$ cat config.mk
export PLATFORM = sky130hd
export DESIGN_NAME = stream_arbiter_flat
export DESIGN_NICKNAME = d
export VERILOG_FILES = /design/src/rtl/stream_arbiter_if.sv /design/src/rtl/stream_arbiter.sv /design/src/flat_wrapper.sv
export SDC_FILE = /design/constraint.sdc
export NUM_CORES = 1
export LEC_CHECK = 0
export CAP_MARGIN = 20
export CORE_UTILIZATION = 30
export DETAILED_ROUTE_END_ITERATION = 6
export PLACE_DENSITY = 0.69
export SYNTH_ARGS = -nofsm -noshare
export SYNTH_HDL_FRONTEND = slang
export SYNTH_SLANG_ARGS = --single-unit
$ cat constraint.sdc
create_clock -name clk -period 2 [get_ports clk]
set_clock_uncertainty 0.05 [all_clocks]
set_input_delay 0.4 -clock clk [delete_from_list [all_inputs] [get_ports clk]]
set_output_delay 0.4 -clock clk [all_outputs]
set_load 0.005 [all_outputs]
$ cat src/rtl/stream_arbiter_if.sv
// ---------------------------------------------------------------------------
// stream_arbiter_if
// AXI-Stream style handshake bundle used for the arbiter's source and sink
// ports.
//   tvalid  producer -> consumer  beat present
//   tready  consumer -> producer  beat accepted when both high
//   tdata   producer -> consumer  payload, DATA_WIDTH bits
//   tlast   producer -> consumer  final beat of a packet
// Modports:
//   master  the side that produces beats (drives tvalid/tdata/tlast)
//   slave   the side that consumes beats (drives tready)
// ---------------------------------------------------------------------------
interface stream_arbiter_if #(
    parameter int unsigned DATA_WIDTH = 32
) ();

    logic                  tvalid;
    logic                  tready;
    logic [DATA_WIDTH-1:0] tdata;
    logic                  tlast;

    modport master (
        output tvalid,
        output tdata,
        output tlast,
        input  tready
    );

    modport slave (
        input  tvalid,
        input  tdata,
        input  tlast,
        output tready
    );

endinterface

$ cat src/rtl/stream_arbiter.sv
// ---------------------------------------------------------------------------
// stream_arbiter
// Two-source, packet-atomic, round-robin AXI-Stream arbiter. A source wins the
// output in IDLE and keeps it until its tlast beat is transferred; the
// granted source is passed straight through to the master stream.
//
// Ports:
//   clk        clock, all state on the rising edge
//   resetn     asynchronous active-low clear
//   src_en     per-source enable, only consulted while IDLE
//   s0_axis    source 0 stream (slave modport: arbiter drives tready)
//   s1_axis    source 1 stream (slave modport: arbiter drives tready)
//   m_axis     output stream toward the fifo (master modport)
//   grant      one-hot owner, 2'b01 source 0, 2'b10 source 1, 2'b00 idle
//   busy       high while a packet owns the output
//   pkt_cnt0   completed packets from source 0 (wrapping)
//   pkt_cnt1   completed packets from source 1 (wrapping)
// ---------------------------------------------------------------------------
module stream_arbiter #(
    parameter int unsigned DATA_WIDTH = 32,
    parameter int unsigned CNT_WIDTH  = 16
) (
    input  logic                 clk,
    input  logic                 resetn,
    input  logic [1:0]           src_en,
    stream_arbiter_if.slave      s0_axis,
    stream_arbiter_if.slave      s1_axis,
    stream_arbiter_if.master     m_axis,
    output logic [1:0]           grant,
    output logic                 busy,
    output logic [CNT_WIDTH-1:0] pkt_cnt0,
    output logic [CNT_WIDTH-1:0] pkt_cnt1
);

    typedef enum logic [1:0] {
        IDLE = 2'd0,
        GNT0 = 2'd1,
        GNT1 = 2'd2
    } state_t;

    state_t                 state_q,    state_d;
    logic                   last_src_q, last_src_d;
    logic [CNT_WIDTH-1:0]   cnt0_q,     cnt0_d;
    logic [CNT_WIDTH-1:0]   cnt1_q,     cnt1_d;

    logic                   req0;
    logic                   req1;

    logic                   m_tvalid_c;
    logic [DATA_WIDTH-1:0]  m_tdata_c;
    logic                   m_tlast_c;
    logic                   s0_tready_c;
    logic                   s1_tready_c;

    // Requests are only meaningful while IDLE; ownership ignores them.
    assign req0 = src_en[0] & s0_axis.tvalid;
    assign req1 = src_en[1] & s1_axis.tvalid;

    // State, round-robin pointer and packet counters.
    always_ff @(posedge clk or negedge resetn) begin
        if (!resetn) begin
            state_q    <= IDLE;
            last_src_q <= 1'b1;   // source 0 wins the first tie
            cnt0_q     <= '0;
            cnt1_q     <= '0;
        end else begin
            state_q    <= state_d;
            last_src_q <= last_src_d;
            cnt0_q     <= cnt0_d;
            cnt1_q     <= cnt1_d;
        end
    end

    // Next-state, pass-through mux and counter updates.
    always_comb begin
        state_d     = state_q;
        last_src_d  = last_src_q;
        cnt0_d      = cnt0_q;
        cnt1_d      = cnt1_q;
        m_tvalid_c  = 1'b0;
        m_tdata_c   = '0;
        m_tlast_c   = 1'b0;
        s0_tready_c = 1'b0;
        s1_tready_c = 1'b0;

        case (state_q)
            IDLE: begin
                if (req0 && req1) begin
                    // Tie: serve whichever source did not own the last packet.
                    if (last_src_q) begin
                        state_d    = GNT0;
                        last_src_d = 1'b0;
                    end else begin
                        state_d    = GNT1;
                        last_src_d = 1'b1;
                    end
                end else if (req0) begin
                    state_d    = GNT0;
                    last_src_d = 1'b0;
                end else if (req1) begin
                    state_d    = GNT1;
                    last_src_d = 1'b1;
                end
            end

            GNT0: begin
                m_tvalid_c  = s0_axis.tvalid;
                m_tdata_c   = s0_axis.tdata;
                m_tlast_c   = s0_axis.tlast;
                s0_tready_c = m_axis.tready;
                // Release only on the transferred tlast beat.
                if (s0_axis.tvalid && m_axis.tready && s0_axis.tlast) begin
                    state_d = IDLE;
                    cnt0_d  = cnt0_q + CNT_WIDTH'(1);
                end
            end

            GNT1: begin
                m_tvalid_c  = s1_axis.tvalid;
                m_tdata_c   = s1_axis.tdata;
                m_tlast_c   = s1_axis.tlast;
                s1_tready_c = m_axis.tready;
                if (s1_axis.tvalid && m_axis.tready && s1_axis.tlast) begin
                    state_d = IDLE;
                    cnt1_d  = cnt1_q + CNT_WIDTH'(1);
                end
            end

            default: begin
                state_d = IDLE;
            end
        endcase
    end

    // Stream outputs follow the granted source within the cycle.
    assign m_axis.tvalid  = m_tvalid_c;
    assign m_axis.tdata   = m_tdata_c;
    assign m_axis.tlast   = m_tlast_c;
    assign s0_axis.tready = s0_tready_c;
    assign s1_axis.tready = s1_tready_c;

    // Status decoded from the state register only.
    assign grant    = {state_q == GNT1, state_q == GNT0};
    assign busy     = (state_q != IDLE);
    assign pkt_cnt0 = cnt0_q;
    assign pkt_cnt1 = cnt1_q;

endmodule

$ cat src/flat_wrapper.sv
// flat-port wrapper written by rule: the top's interface ports become plain ports
module stream_arbiter_flat 
#(
    parameter int unsigned DATA_WIDTH = 32,
    parameter int unsigned CNT_WIDTH  = 16
)
  (clk, resetn, src_en, grant, busy, pkt_cnt0, pkt_cnt1, s0_axis_tvalid, s0_axis_tdata, s0_axis_tlast, s0_axis_tready, s1_axis_tvalid, s1_axis_tdata, s1_axis_tlast, s1_axis_tready, m_axis_tvalid, m_axis_tdata, m_axis_tlast, m_axis_tready);
  stream_arbiter_if #(.DATA_WIDTH(DATA_WIDTH)) s0_axis_i ();
  stream_arbiter_if #(.DATA_WIDTH(DATA_WIDTH)) s1_axis_i ();
  stream_arbiter_if #(.DATA_WIDTH(DATA_WIDTH)) m_axis_i ();
  input  logic clk;
  input  logic resetn;
  input  logic [1:0] src_en;
  output logic [1:0] grant;
  output logic busy;
  output logic [CNT_WIDTH-1:0] pkt_cnt0;
  output logic [CNT_WIDTH-1:0] pkt_cnt1;
  input wire logic [$bits(s0_axis_i.tvalid)-1:0] s0_axis_tvalid;
  input wire logic [$bits(s0_axis_i.tdata)-1:0] s0_axis_tdata;
  input wire logic [$bits(s0_axis_i.tlast)-1:0] s0_axis_tlast;
  output wire logic [$bits(s0_axis_i.tready)-1:0] s0_axis_tready;
  input wire logic [$bits(s1_axis_i.tvalid)-1:0] s1_axis_tvalid;
  input wire logic [$bits(s1_axis_i.tdata)-1:0] s1_axis_tdata;
  input wire logic [$bits(s1_axis_i.tlast)-1:0] s1_axis_tlast;
  output wire logic [$bits(s1_axis_i.tready)-1:0] s1_axis_tready;
  output wire logic [$bits(m_axis_i.tvalid)-1:0] m_axis_tvalid;
  output wire logic [$bits(m_axis_i.tdata)-1:0] m_axis_tdata;
  output wire logic [$bits(m_axis_i.tlast)-1:0] m_axis_tlast;
  input wire logic [$bits(m_axis_i.tready)-1:0] m_axis_tready;
  assign s0_axis_i.tvalid = s0_axis_tvalid;
  assign s0_axis_i.tdata = s0_axis_tdata;
  assign s0_axis_i.tlast = s0_axis_tlast;
  assign s0_axis_tready = s0_axis_i.tready;
  assign s1_axis_i.tvalid = s1_axis_tvalid;
  assign s1_axis_i.tdata = s1_axis_tdata;
  assign s1_axis_i.tlast = s1_axis_tlast;
  assign s1_axis_tready = s1_axis_i.tready;
  assign m_axis_tvalid = m_axis_i.tvalid;
  assign m_axis_tdata = m_axis_i.tdata;
  assign m_axis_tlast = m_axis_i.tlast;
  assign m_axis_i.tready = m_axis_tready;
  stream_arbiter #(.DATA_WIDTH(DATA_WIDTH), .CNT_WIDTH(CNT_WIDTH)) u_core (.clk(clk), .resetn(resetn), .src_en(src_en), .s0_axis(s0_axis_i), .s1_axis(s1_axis_i), .m_axis(m_axis_i), .grant(grant), .busy(busy), .pkt_cnt0(pkt_cnt0), .pkt_cnt1(pkt_cnt1));
endmodule
# Yosys cells after proc, flatten, opt, wreduce, memory -nomap -nowiden
# Index checks and enable logic that the tools add are counted.
word_totals:
  ff_bits: 35
  elab_cells: 41
  output_inout_bits: 71
op_classes:
  eq_ne: 5
  n_reduce_logical: 12
  bitwise: 2
  muxes: 16
  addsub: 2
ops:
  columns: ["cell", "count"]
  rows:
  - ["32-bit one-hot mux with 2 select lines", 1]
  - ["16-bit by 1-bit adder with 16-bit output (second input constant)", 2]
  - ["2-bit 2-to-1 mux", 6]
  - ["1-bit 2-to-1 mux", 6]
  - ["2-bit one-hot mux with 3 select lines", 1]
  - ["2-bit AND reduction", 3]
  - ["1-bit logical AND", 5]
  - ["2-bit by 1-bit inequality test with 1-bit output (second input constant)", 2]
  - ["4-bit by 1-bit inequality test with 1-bit output (second input constant)", 1]
  - ["1-bit one-hot mux with 2 select lines", 2]
  - ["3-bit AND reduction", 1]
  - ["3-bit nonzero test", 1]
  - ["1-bit AND", 2]
  - ["2-bit by 1-bit equality test with 1-bit output (second input constant)", 1]
  - ["2-bit equality test (second input constant)", 1]
  - ["2-bit logical NOT", 1]
  - ["2-bit nonzero test", 1]

# Logic depth before layout (Yosys ltp)
# Gate-level depths: netlist (run 1).
depth:
  word_depth: 5
  mapped_depth: 7
  mapped_depth_nobuf: 6

# Least setup slack after synthesis (run 1)
# OpenSTA, ideal clock, no wires.
synth_path:
  path_kind: "register to output"
  start: "register u_core.state_q[0]"
  end: "output m_axis_tdata[17]"
  slack_ps: 123
  path_stages_with_launch: 7
  t_arrival_ps: 1427
  required_ps: 1550
  path_cell_list: "dfrtp_1 > inv_1 > ha_1 > clkbuf_1 > clkbuf_1 > a22oi_1 > nor2b_1"
synth_between:
  elab_chain_len: 2
  elab_cells_between_ends: 3
synth_lines:
  columns: ["element", "line", "rtl"]
  rows:
  - ["start, declared", "stream_arbiter.sv:41", "state_t state_q, state_d;"]
  - ["start signal, assigned", "stream_arbiter.sv:67", "state_q <= state_d;"]
  - ["2-bit equality test", null, null]
  - ["net grant[1]", "flat_wrapper.sv:14", "output logic [1:0] grant;"]
  - ["32-bit one-hot mux with 2 select lines", "stream_arbiter.sv:86", "case (state_q)"]
  - ["end, declared", "flat_wrapper.sv:27", "output wire logic [$bits(m_axis_i.tdata)-1:0] m_axis_tdata;"]
# The timed path passes the listed nets, and every way through them passes these cells.

# Worst setup path after layout (run 1)
layout_path:
  start: "register u_core.state_q[0]"
  end: "output m_axis_tdata[13]"
layout_between:
  elab_chain_len: 2
  elab_cells_between_ends: 3
layout_lines:
  columns: ["element", "line"]
  rows:
  - ["2-bit equality test or 2-bit by 1-bit equality test with 1-bit output (tied branches)", "stream_arbiter.sv:86"]
  - ["32-bit one-hot mux with 2 select lines *", "stream_arbiter.sv:86"]
# Every way passes the cells marked *; elsewhere a longest branch is shown, timed or not.

==> results.cfg, run 1 <==
[critical_path]
cp-start-kind = register
critical_path_arrival_ps = 1670
r2r-start = u_core.state_q[0]
reg2reg_depth = 8
cp-startpoint = u_core.state_q[0]
crit_family = buffers and inverters
critical_path.cell_chain = buf_6 -> ha_4 -> buf_12 -> buf_12 -> buf_6 -> a22oi_2 -> nor2b_1 -> buf_2
r2r_slack_ps = 130
cp_data_required_time_ps = 1550
cp-endpoint = m_axis_tdata[13]
critPathMaxStageDelay_ps = 410
reg2reg_to = u_core.pkt_cnt1[6]
slowest_stage = dfrtp_1
cp.buffers_inverters = 5
cp.depth = 8
crit_type = register to primary output
cp_max_fo = 6
end_kind = primary output

[timing]
finalSetupViolCount = 34
slew_viol_final = 0
tightest_slew_ps = 428
fmax_mhz = 471
fin_tns_setup_ps = -2350
timing.hold.ws_ps = 423
hold_viol = 0
finalCritPeriodShare_pct = 106
fin_crit_ps = 2120
relSlewSlack_pct = 71.5
finalWorstSetupSlack_ps = -122
rsz0062_at_grt = true

[clock_network]
htreeDepth = 2
cts_tree = built
clock-sinks = 35
cts_buffer_depth = 2
clk_pin_slew_worst_paths_ps = 70
cts_root_buffer = clkbuf_8
cts_hold_buf = 0
insertion_delay_ps = 270
numCtsBuffers = 5

[detailed_routing]
avgRoutedWirePerCell_um = 15.2
final_antenna_net_count = 0
drt_iter0_markers = 63
firstDrtPassIters = 4
drt_wl_total_mm = 7.58
via_per_inst = 4.82
drc = 0
via_count = 2400

[synth]
syn_area_per_cell_um2 = 9.73
synth-seq-cells = 35
yosys_warnings = 0
synthesis.nets = 302
syn-instance-count = 222
synth_cell_type_count = 29
syn_area_um2 = 2160
ys_seq_area_share_pct = 40.6

[outcome]
violations = negative setup slack
status = finished with violations

[floorplanning]
rows = 30
die_area_um2 = 7550
initial_core_util_pct = 31.5
die_w_um = 86.9
fp.dieH_um = 86.9
num_io_pins = 144
fp.coreArea_um2 = 6870

[power_and_ir_drop]
p_int_mw = 2.68
power.density_nw_per_um2 = 911
power_frac_seq_pct = 22.2
switching_share_pct = 33.3
power.switching_mw = 1.34
clkPwrFrac_pct = 12.6
comb_power_share_pct = 65.2
vdd_drop_max_mv = 0.579
leakage_nw = 1.83

[placed_design]
port_buffers = 143
place_hpwl_mm = 5.23
place_congestion = 0.730

[layout]
syn2layout_area_growth_pct = 104
multi_input_area_um2 = 1450
utilization_pct = 64.2
drive_gt1_share_pct = 33.8
fillCellCount = 563
n_antenna_cell = 0
regArea_um2 = 877
nNetsFinal = 482

[global_routing]
grt_pass1_wl_mm = 12.1
grt_max_degree = 36
antenna_found_initial = 0
grt_use_total_pct = 20.7
grt_pass1_vias = 2451
grt-ovfl-total = 0

[run]
maxCapViolations = 0

[hold_path]
hp-class = register to register
==> cell type report <==
class | count | share of cell area (%)
clock inverters | 1 | 0.113
clock buffers | 6 | 1.87
flip-flops and latches | 35 | 19.9
inverters | 4 | 0.340
multi-input cells | 170 | 32.8
repair buffers | 186 | 42.3
well taps | 96 | 2.72
==> Yosys cell counts <==
master / n / area share, %
a21oi_1: 2 / 0.46
xor2_1: 6 / 2.4
and2_1: 3 / 0.87
nand2_1: 12 / 2.1
mux2_2: 1 / 0.52
nand4_1: 10 / 2.9
a41oi_1: 1 / 0.41
a31oi_1: 1 / 0.29
nor2b_1: 34 / 9.8
inv_1: 4 / 0.69
nor2_4: 1 / 0.52
and4_1: 4 / 1.6
nor3_2: 2 / 0.93
ha_1: 7 / 4.1
o21ai_0: 1 / 0.23
o41ai_1: 1 / 0.41
and4_4: 1 / 0.52
dfstp_2: 1 / 1.2
o2111ai_1: 1 / 0.41
and3_1: 7 / 2.0
o2bb2ai_1: 1 / 0.41
buf_4: 2 / 0.69
clkbuf_1: 11 / 1.9
a22oi_1: 34 / 12
dfrtp_1: 34 / 39
xnor2_1: 24 / 9.7
o22ai_1: 1 / 0.29
nand3_1: 13 / 3.0
nor2_1: 2 / 0.35
==> power groups by stage <==
stage          logic (mW)  clock network [mW]  registers, mW
6_report             2.62               0.507          0.892
3_5_place_dp         1.76                   0          0.896
2_1_floorplan       0.779                   0          0.884
3_3_place_gp         1.75                   0          0.896
5_1_grt              2.80               0.555          0.904
4_1_cts              2.55               0.522          0.890
==> stage by stage <==
step | instance area, µm² | instances | worst slack [ps] | total power [mW]
final | 4410 | 498 | -122 | 4.02
after floorplan | 2160 | 222 | 123 | 1.66
after CTS | 4380 | 492 | -213 | 3.97
after detailed placement | 3840 | 468 | -149 | 2.66
after global routing | 4410 | 498 | -197 | 4.26
after global placement | 3840 | 468 | -146 | 2.65
==> metal layers <==
metal / up-vias / share of wire, % / track usage [%]
met5: - / 0 / 0
met4: 0 / 2.3 / 7.58
met1: 1120 / 40 / 24.0
met2: 100 / 51 / 36.4
li1: 1167 / - / -
met3: 13 / 6.9 / 5.50
==> how the worst min path moves through the flow <==
stage                                      to           startpoint  slack, ps  cells past startpoint
after global routing      u_core.pkt_cnt1[15]  u_core.pkt_cnt1[15]        450                      1
final                     u_core.pkt_cnt1[15]  u_core.pkt_cnt1[15]        420                      1
after detailed placement  u_core.pkt_cnt1[15]  u_core.pkt_cnt1[15]        410                      1
after floorplan            u_core.pkt_cnt0[0]               resetn         50                      0
after global placement    u_core.pkt_cnt1[15]  u_core.pkt_cnt1[15]        410                      1
after CTS                 u_core.pkt_cnt1[15]  u_core.pkt_cnt1[15]        430                      1
==> logic make-up (layout without fill, tap and decap cells) <==
| group | after synthesis | after routing | synth area share (%) |
|---|---|---|---|
| AOI/OAI and AO/OA | 43 | 43 | 14.7 |
| xor gates and xnor gates | 30 | 30 | 12.2 |
| adders and majority gates | 7 | 7 | 4.05 |
| buffers and inverters | 17 | 197 | 3.30 |
| DFF | 35 | 35 | 40.6 |
| muxes | 1 | 1 | 0.521 |
| and+or+nand+nor | 89 | 89 | 24.7 |
==> sequential cells by signal (all words and copies together), names as in the netlist <==
name	flops
u_core.last_src_q	1
u_core.pkt_cnt0	16
u_core.pkt_cnt1	16
u_core.state_q	2
==> layout by cell type (no fill, tap or decap), types with 7 or more instances in the layout <==
cell and n:
dfrtp_1 34, nand2_1 12, nand4_1 10, buf_16 8
nor2b_1 33, a22oi_2 34, buf_4 19, nand3_1 13
buf_2 29, buf_6 8, xnor2_1 24, buf_12 7
clkdlybuf4s50_1 104
==> timing repair <==
item	4_1_cts	5_1_grt
pin swaps	13	12
endpoints found under the setup margin	39	44
buffers inserted	8	7
gates cloned	9	0
gates resized for setup	187	23
hold endpoints to repair	0	0
No activity file was read; power rests on OpenSTA's default activity.
==> inputs of run 2 (changes only) <==
Settings changed: CTS_CLUSTER_SIZE set to 10.
==> results of run 2 <==
The final DEF is identical to that of run 1; final timing and power are the same.
==> inputs of run 3 (changes only) <==
Settings changed: CAP_MARGIN 20 to unset, CORE_MARGIN set to 1.5.
==> results.cfg, run 3 (synthesis gave the netlist of run 1 again) <==
[outcome]
status = finished with violations
violations = negative setup slack

[global_routing]
grt_pass1_wl_mm = 11.9
grt_use_total_pct = 19.9
grt_max_degree = 36
grt_pass1_vias = 2465
antenna_found_initial = 0
grt-ovfl-total = 0

[layout]
fin_cells = 504
nNetsFinal = 487
fillCellCount = 563
n_antenna_cell = 0
final_common_cell = clkdlybuf4s50_1
drive_gt1_share_pct = 33.8
final_cell_mix = clkdlybuf4s50_1, a22oi_2, dfrtp_1
syn2layout_area_growth_pct = 103

[detailed_routing]
drc = 0
via_count = 2419
drt_wl_total_mm = 7.63
avgRoutedWirePerCell_um = 15.1
via_per_inst = 4.80
final_antenna_net_count = 0
firstDrtPassIters = 4
drt_iter0_markers = 59

[placed_design]
place_hpwl_mm = 5.31
port_buffers = 143
dp.cells = 468
place_congestion = 0.744

[timing]
fmax_mhz = 475
finalCritPeriodShare_pct = 105
finalWorstSetupSlack_ps = -105
finalSetupViolCount = 23
relSlewSlack_pct = 77.5
rsz0062_at_grt = true
hold_viol = 0
fin_crit_ps = 2100
timing.hold.ws_ps = 432
fin_tns_setup_ps = -1610
slew_viol_final = 0
tightest_slew_ps = 333

[critical_path]
critical_path_arrival_ps = 1650
cp_max_fo = 5
r2r_slack_ps = 130
reg2reg_depth = 7
r2r-start = u_core.state_q[1]
cp-start-kind = register
cp_data_required_time_ps = 1550
crit_type = register to primary output
reg2reg_to = u_core.pkt_cnt0[12]
cp-startpoint = u_core.state_q[1]
end_kind = primary output

[run]
maxCapViolations = 0

[power_and_ir_drop]
power.density_nw_per_um2 = 907
vdd_drop_max_mv = 0.592
power_mw = 3.98
leakage_nw = 1.83

[floorplanning]
fp.dieH_um = 87.9
num_io_pins = 144
die_area_um2 = 7720
die_w_um = 87.9
initial_core_util_pct = 31.5
rows = 30
fp.coreArea_um2 = 6870

[clock_network]
clock-sinks = 35
numCtsBuffers = 5
cts_hold_buf = 0
cts_buffer_depth = 2
htreeDepth = 2
cts_tree = built
insertion_delay_ps = 280
clk_pin_slew_worst_paths_ps = 70
cts_root_buffer = clkbuf_8

[hold_path]
hp-class = register to register
worstHoldEndpoint = u_core.pkt_cnt0[15]
hold_start = u_core.pkt_cnt0[15]
whs_path_depth = 1
==> run 3: where the power goes <==
part | total (mW) | internal, mW | switching (mW) | leakage [nW]
clock | 0.488 | 0.244 | 0.244 | 0.0422
sequential | 0.890 | 0.791 | 0.0987 | 0.478
combinational | 2.60 | 1.62 | 0.980 | 1.31
total | 3.98 | 2.66 | 1.32 | 1.83
==> run 3: worst max-delay path: stages (launching register included) <==
cell,delay [ps]
dfrtp_1,420
buf_6,140
ha_4,180
buf_4,150
buf_16,130
a22oi_2,160
nor2b_1,70
buf_2,120
==> run 3: timing repair <==
action,4_1_cts,5_1_grt
gates resized for setup,175,39
pin swaps,15,8
setup buffers,19,6
endpoints found under the setup margin,39,36
gates cloned,5,1
==> run 3: layout make-up <==
cell class	count	area [µm²]	area share, %
timing repair buffer	191	1850	42.2
inverter	4	15.0	0.342
clock buffer	7	76.3	1.74
clock inverter	1	5.00	0.114
sequential	35	877	20.0
tap	96	120	2.74
multi-input combinational	170	1450	32.9
==> run 3: worst max-delay path by stage <==
| stage | end | depth (start not counted) |
|---|---|---|
| floorplan | m_axis_tdata[17] | 6 |
| global placement | m_axis_tdata[27] | 6 |
| global route | m_axis_tdata[17] | 7 |
| CTS | m_axis_tdata[10] | 6 |
| detailed placement | s1_axis_tready | 3 |
| finish | m_axis_tdata[22] | 7 |
==> run 3: metrics by stage <==
stage | util [%] | area (µm²) | worst slack, ps
finish | 63.9 | 4390 | -105
global route | 63.9 | 4390 | -156
CTS | 62.9 | 4320 | -114
detailed placement | 56.0 | 3840 | -135
global placement | 56.0 | 3840 | -160
floorplan | - | 2160 | 123
==> run 3: per-layer routing <==
layer,wire (µm),up-vias,part of all wire [%],GRT usage [%]
met5,0,-,0,0
met4,143,0,1.9,6.78
met3,492,12,6.4,4.52
met2,3900,99,51,34.8
met1,3090,1141,41,23.9
li1,-,1167,-,-
